[src/rtl/dpa_rx_prbs_checker.sv]
// Per-lane self-synchronising PRBS7 (x^7+x^6+1) checker with lock/unlock hysteresis,
// plus the top that replicates it across the deskewed RGMII lanes.
module dpa_rx_prbs_lane #(
  parameter int LOCK_CNT   = 64,
  parameter int WIN        = 256,
  parameter int UNLOCK_ERR = 4,
  parameter int ERR_W      = 16
) (
  input  logic             clk,
  input  logic             rst_n,
  input  logic             i_en,
  input  logic             i_vld,
  input  logic             i_rise,
  input  logic             i_fall,
  input  logic             i_clr,
  output logic             o_lock,
  output logic             o_err,
  output logic [ERR_W-1:0] o_cnt
);
  localparam int RW = $clog2(LOCK_CNT + 1);
  localparam int WW = (WIN > 1) ? $clog2(WIN) : 1;
  localparam int EW = $clog2(UNLOCK_ERR + 1);

  typedef enum logic [1:0] {IDLE, FILL, HUNT, LOCKED} st_t;

  st_t             r_st;
  logic [6:0]      r_h;
  logic [1:0]      r_fill;
  logic [RW-1:0]   r_run;
  logic [WW-1:0]   r_win;
  logic [EW-1:0]   r_werr;
  logic [ERR_W-1:0] r_cnt;
  logic            r_lock;
  logic            r_err;

  logic            w_mis;
  logic            w_cnt_inc;

  // An all-zero history would predict zeros forever; treat it as a stuck lane.
  assign w_mis     = (i_rise != (r_h[6] ^ r_h[5])) | (i_fall != (r_h[5] ^ r_h[4])) | (r_h == 7'd0);
  assign w_cnt_inc = i_en & i_vld & (r_st == LOCKED) & w_mis;

  always_ff @(posedge clk or negedge rst_n) begin
    if (!rst_n) begin
      r_st   <= IDLE;
      r_h    <= '0;
      r_fill <= '0;
      r_run  <= '0;
      r_win  <= '0;
      r_werr <= '0;
      r_lock <= 1'b0;
      r_err  <= 1'b0;
    end else begin
      r_err <= 1'b0;
      if (!i_en) begin
        r_st   <= IDLE;
        r_h    <= '0;
        r_fill <= '0;
        r_run  <= '0;
        r_win  <= '0;
        r_werr <= '0;
        r_lock <= 1'b0;
      end else if (i_vld) begin
        r_h <= {r_h[4:0], i_rise, i_fall};
        case (r_st)
          // The enabling valid cycle is the first of the four history loads.
          IDLE: begin
            r_st   <= FILL;
            r_fill <= 2'd1;
          end
          FILL: begin
            r_fill <= r_fill + 2'd1;
            if (r_fill == 2'd3) begin
              r_st  <= HUNT;
              r_run <= '0;
            end
          end
          HUNT: begin
            if (w_mis) begin
              r_run <= '0;
            end else if (r_run == RW'(LOCK_CNT - 1)) begin
              r_st   <= LOCKED;
              r_lock <= 1'b1;
              r_run  <= '0;
              r_win  <= '0;
              r_werr <= '0;
            end else begin
              r_run <= r_run + 1'b1;
            end
          end
          LOCKED: begin
            r_err <= w_mis;
            r_win <= r_win + 1'b1;
            if (w_mis && (r_werr == EW'(UNLOCK_ERR - 1))) begin
              r_st   <= HUNT;
              r_lock <= 1'b0;
              r_run  <= '0;
            end else if (r_win == '1) begin
              r_werr <= '0;
            end else if (w_mis) begin
              r_werr <= r_werr + 1'b1;
            end
          end
          default: r_st <= IDLE;
        endcase
      end
    end
  end

  always_ff @(posedge clk or negedge rst_n) begin
    if (!rst_n)                      r_cnt <= '0;
    else if (i_clr)                  r_cnt <= '0;
    else if (w_cnt_inc && r_cnt != '1) r_cnt <= r_cnt + 1'b1;
  end

  assign o_lock = r_lock;
  assign o_err  = r_err;
  assign o_cnt  = r_cnt;
endmodule

[config.mk]
export PLATFORM = sky130hd
export DESIGN_NAME = dpa_rx_prbs_lane
export DESIGN_NICKNAME = d
export VERILOG_FILES = /design/src/rtl/dpa_rx_prbs_checker.sv
export SDC_FILE = /design/constraint.sdc
export NUM_CORES = 1
export LEC_CHECK = 0
export CAP_MARGIN = 25
export CORE_MARGIN = 2
export CORE_UTILIZATION = 60
export CTS_BUF_LIST = sky130_fd_sc_hd__clkbuf_8
export DETAILED_ROUTE_END_ITERATION = 8
export HOLD_SLACK_MARGIN = 0.15
export MAX_ROUTING_LAYER = met4
export PLACE_DENSITY = 0.83
export SLEW_MARGIN = 15
export SYNTH_ARGS = -nofsm -noshare
export SYNTH_HDL_FRONTEND = slang
export SYNTH_SLANG_ARGS = --single-unit
[constraint.sdc]
create_clock -name clk -period 5.4 [get_ports clk]
set_input_delay 1.35 -clock clk [delete_from_list [all_inputs] [get_ports clk]]
set_output_delay 1.35 -clock clk [all_outputs]
set_load 0.1 [all_outputs]
* Word level (Yosys, flattened, before mapping)
Index checks and enable logic that the tools add are counted.
** Word-level totals
- Logic and storage cells :: 95
- Output and inout port bits :: 18
- Flip-flop bits (word level) :: 47
** Operators by class
- Equality and inequality tests :: 20
- Reduce and logical (&&, ||, !) cells :: 11
- Muxes and demuxes :: 43
- $add $sub $neg :: 5
- Bitwise logic cells :: 7
** Operators by type and width (number)
- 7-bit 2-to-1 mux :: 8
- 16-bit 2-to-1 mux :: 2
- 8-bit 2-to-1 mux :: 4
- 3-bit 2-to-1 mux :: 7
- 7-bit case mux with 3 select lines :: 1
- 16-bit by 1-bit adder with 16-bit output, second input constant :: 1
- 2-bit 2-to-1 mux :: 8
- 16-bit inequality test, second input constant :: 1
- 8-bit case mux with 2 select lines :: 1
- 3-bit inequality test, second input constant :: 4
- 5-bit AND reduction :: 2
- 8-bit by 1-bit adder with 8-bit output, second input constant :: 1
- 8-bit == test, second input constant :: 1
- 1-bit 2-to-1 mux :: 8
- 2-bit case mux with 4 select lines :: 1
- 4-bit AND reduction :: 2
- 7-bit by 1-bit adder with 7-bit output, second input constant :: 1
- 7-bit by 6-bit == test with 1-bit output, second input constant :: 1
- 7-bit zero test :: 1
- 2-bit == test, second input constant :: 3
- 3-bit by 1-bit inequality test with 1-bit output, second input constant :: 2
- 3-bit case mux with 2 select lines :: 1
- 6-bit AND reduction :: 1
- 4-bit by 1-bit inequality test with 1-bit output, second input constant :: 1
- 17 further kinds :: 23

* Longest topological paths before layout
- Depth in word-level cells :: 10
- Mapped depth :: 9
- Mapped depth without buffers :: 7

* Worst setup path after synthesis
Ideal clock, no wire load.
- Path kind :: in2reg
- Start point :: in i_rise
- End point :: reg r_cnt[15] (netlist: o_cnt[15])
- Path buffers :: 1
- Stages :: 6
- Setup slack :: 2241 ps
- Arrival time :: 3081 ps
- Required time :: 5322 ps
- Library setup time :: 78 ps
- Path through :: xnor3_4 o311a_4 buf_6 or4b_4 or4_1 a21oi_1
** On the way
- Longest elaborated chain between the ends :: 6
** Ends and longest elaborated chain
- from (decl) :: RTL line 13 : input logic i_rise,
- 1-bit inequality test :: RTL line 40 : assign w_mis = (i_rise != (r_h[6] ^ r_h[5])) | (i_fall != (r_h[5] ^ r_h[4])) | (r_h == 7'd0);
- 1-bit bitwise OR (2 in series) :: RTL line 40
- 1-bit bitwise AND :: RTL line 41 : assign w_cnt_inc = i_en & i_vld & (r_st == LOCKED) & w_mis;
- 1-bit logical AND :: RTL line 113 : else if (w_cnt_inc && r_cnt != '1) r_cnt <= r_cnt + 1'b1;
- 2-bit nonzero test (no line)
- to (signal assigned) :: RTL line 113
- to (decl) :: RTL line 32 : logic [ERR_W-1:0] r_cnt;
Every way passes these cells.
A chain may end at the register's enable or synchronous reset.

* Worst setup path in the final report
- Start point :: in i_vld
- End point :: reg r_cnt[15] (netlist: o_cnt[15])
** On the way
- Longest elaborated chain between the ends :: 5
** Ends and longest elaborated chain
- from (decl) :: RTL line 12 : input logic i_vld,
- 1-bit bitwise AND (3 in series) :: RTL line 41
- 1-bit logical AND :: RTL line 113
- 2-bit nonzero test (no line)
Every way passes these cells.

==> out/metrics.cfg <==
[logic_synthesis]
syn-num-nets=304
synth_common_cells=47 x dfrtp_1, 27 x nand2_1, 23 x nand3_1
syn_area_mm2=0.00265
yosys.cell_types.count=46
synth-main-ff-cell=dfrtp_1
yosysMostFrequentCell=dfrtp_1
synthArstFlopShare=1.00
netlist.area_leader.share=0.444
yosysTopAreaCell=dfrtp_1
ys_seq_area_frac=0.444
synth_cells=286
yosysWarnings=0
ys_ff_latch=47
synth-edff-count=0
synth.avg_cell_area_um2=9.27
ys_top_cells_by_area=dfrtp_1 44%, ha_1 5.2%, nand3_1 4.3%

[routing]
wirelength_um=5400
dr_total_vias=2198
first_pass_iters=4
drt_iter0_markers=209
viasPerCell=6.09
wire_per_inst_um=15.0
ant_nets=0
drc=0

[worst_setup_path]
cp_top_family=simple AND/OR/NAND/NOR gates
timing.rr.start=r_h[6]$_DFFE_PN0N_
worstPathCellList=clkdlybuf4s50_1, nand3_1, or4b_4, or4_1, a21oi_1
worstPathRequired_ns=5.62
crit_cells=5
rr_worst_depth=5
slowest_delay_ns=0.84
endpoint_kind=register
cp_slowest_cell=clkdlybuf4s50_1
cp.arrival_ns=3.76
cp_max_fo=12
path_class=in2reg
critPathBufInv=1
start_kind=input port
critPathLaunch=i_vld

[sta]
worst_slew_pin_slew_ns=0.977
fin_crit_sh=0.656
timing.fmax_mhz=282
period_needed_ns=3.54
finClkSkew_ns=0.00464
finalSetupViolCount=0
finalHoldViolCount=0
relSlewSlack=0.347
finalMaxSlewViolations=0
tns_ns=0
rsz0062_at_grt=no

[final_layout]
drive_gt1_frac=0.0647
multi_input_area_mm2=0.00135
fill_cells=334
layout.nets=326
antenna_cells=0
syn_to_final_growth_pct=14.4
layout.cells.non_filler=361
regArea_mm2=0.00118

[placement]
place.port_buffers=24
gp_congestion=0.911
hpwl_um=3620
dp_cells=351

[clocking]
clockBufferDepth=2
htreeDepth=2
cts_setup_buffers=0
cts_tree=yes
cts_resized=0
path_clk_slew_ns=0.08
clkLatencyLatePin_ns=0.30
clock-sinks=47
clock-root-buffer=clkbuf_8
cts_hold_buf=0
cts_buffers=5

[global_routing]
overflow=0
antenna_found_initial=0
grt_first_pass_wirelength_um=9370
grt_pass1_vias=2088
track_usage=0.240
grt_start_max_net_pins=48

[floorplanning]
pin_count=25
initial_utilization=0.617
core_mm2=0.00429
die_h_um=70.5
rows=24
die_width_um=70.5
die-area_mm2=0.00496

[pwr]
cellInternalPower_w=0.000505
powerDensity_mw_per_mm2=223
p_leak_nw=1.24
p_clk_frac=0.340
ir_drop_uv=184
p_sw_w=0.000171
power_frac_comb=0.120
p_sw_frac=0.254
p_seq_frac=0.540

[hold_path]
min_path_cells=1
hp-start=r_run[6]$_DFFE_PN0P_
hold_path.class=reg2reg

[status]
status=complete, no violations

[job]
max_cap_viol_count=0

## registers in the layout, summed over array words and instances (netlist names)
name    flops
r_win       8
r_werr      3
o_err       1
o_lock      1
r_run       7
r_h         7
r_st        2
o_cnt      16
r_fill      2
## stage by stage
step	hold slack (ns)	util	instance area, um2	total power, W	worst slack, ns
global route	0.516	0.706	3030	0.000703	1.70
detailed placement	0.474	0.677	2910	0.000450	1.53
CTS	0.492	0.700	3010	0.000679	1.85
global placement	0.470	0.677	2910	0.000448	1.62
finish	0.490	0.706	3030	0.000676	1.86
floorplan	0.449	-	2650	0.000426	2.24
## per-layer routing
metal	track usage	vias to the layer above	wire length [um]
met3	0.0476	8	222
li1	-	1079	-
met4	0.0662	0	61
met5	-	-	0
met1	0.318	1064	2570
met2	0.381	47	2540
## cells in the final DEF (no fill, tap or decap), types with 2 or more instances in the layout
cell type         n
o31ai_1           7
or3_1             8
or2_2             3
nand2b_1          4
mux2i_1          10
ha_1             11
nor4_1            3
and3_1            3
nor3_1            3
nand2_1          27
and4_1            2
a21o_1            2
clkdlybuf4s50_1  23
nand4_1           6
o21ai_0          14
a31oi_1           2
nand3_1          23
xnor2_1           3
a41oi_1           2
nor3b_1           2
inv_1            19
nor2b_1           9
clkbuf_8          7
o2bb2ai_1         2
nor2_1           15
and2_1            3
o22ai_1           5
dfrtp_1          47
or4_1             6
a21oi_1          19
## final timing paths
check,endpoint,slack (ns)
hold / removal,r_run[6]$_DFFE_PN0P_,0.49
hold reg to reg,r_run[6]$_DFFE_PN0P_,0.49
setup reg to reg,r_werr[0]$_DFFE_PN0P_,2.73
setup / recovery,o_cnt[15]$_DFFE_PN0P_,1.86
min in group asynchronous,r_h[4]$_DFFE_PN0N_,0.96
max in group asynchronous,r_run[5]$_DFFE_PN0P_,3.95
## cell type report
class	instances	area share
clock buffer	7	0.0318
clock inverter	1	0.00124
inverter	18	0.0223
multi-input combinational	209	0.447
sequential	47	0.388
tap	52	0.0215
timing repair buffer	27	0.0884
## cell families (layout without fill, tap and decap cells)
logic type | after synthesis | after routing | share of synthesized area
buf+inv | 30 | 53 | 0.0453
mux | 11 | 11 | 0.0420
compound gates | 64 | 64 | 0.158
flops | 47 | 47 | 0.444
xor+xnor | 4 | 4 | 0.0198
simple gates | 119 | 119 | 0.239
fa+ha+maj | 11 | 11 | 0.0519
## worst register-to-register path: cells and delay by family (launching register included)
family | cells | cell delay [ns]
AOI/OAI and AO/OA | 4 | 1.62
and+or+nand+nor | 1 | 0.56
DFF | 1 | 0.42
## power groups by stage
stage	combinational, W	clock [W]	sequential (W)
finish	0.0000814	0.000230	0.000365
global route	0.0000919	0.000245	0.000366
CTS	0.0000793	0.000235	0.000365
detailed placement	0.0000785	0	0.000372
global placement	0.0000763	0	0.000371
floorplan	0.0000535	0	0.000373
Note: power is estimated with default switching activity, not from simulation.
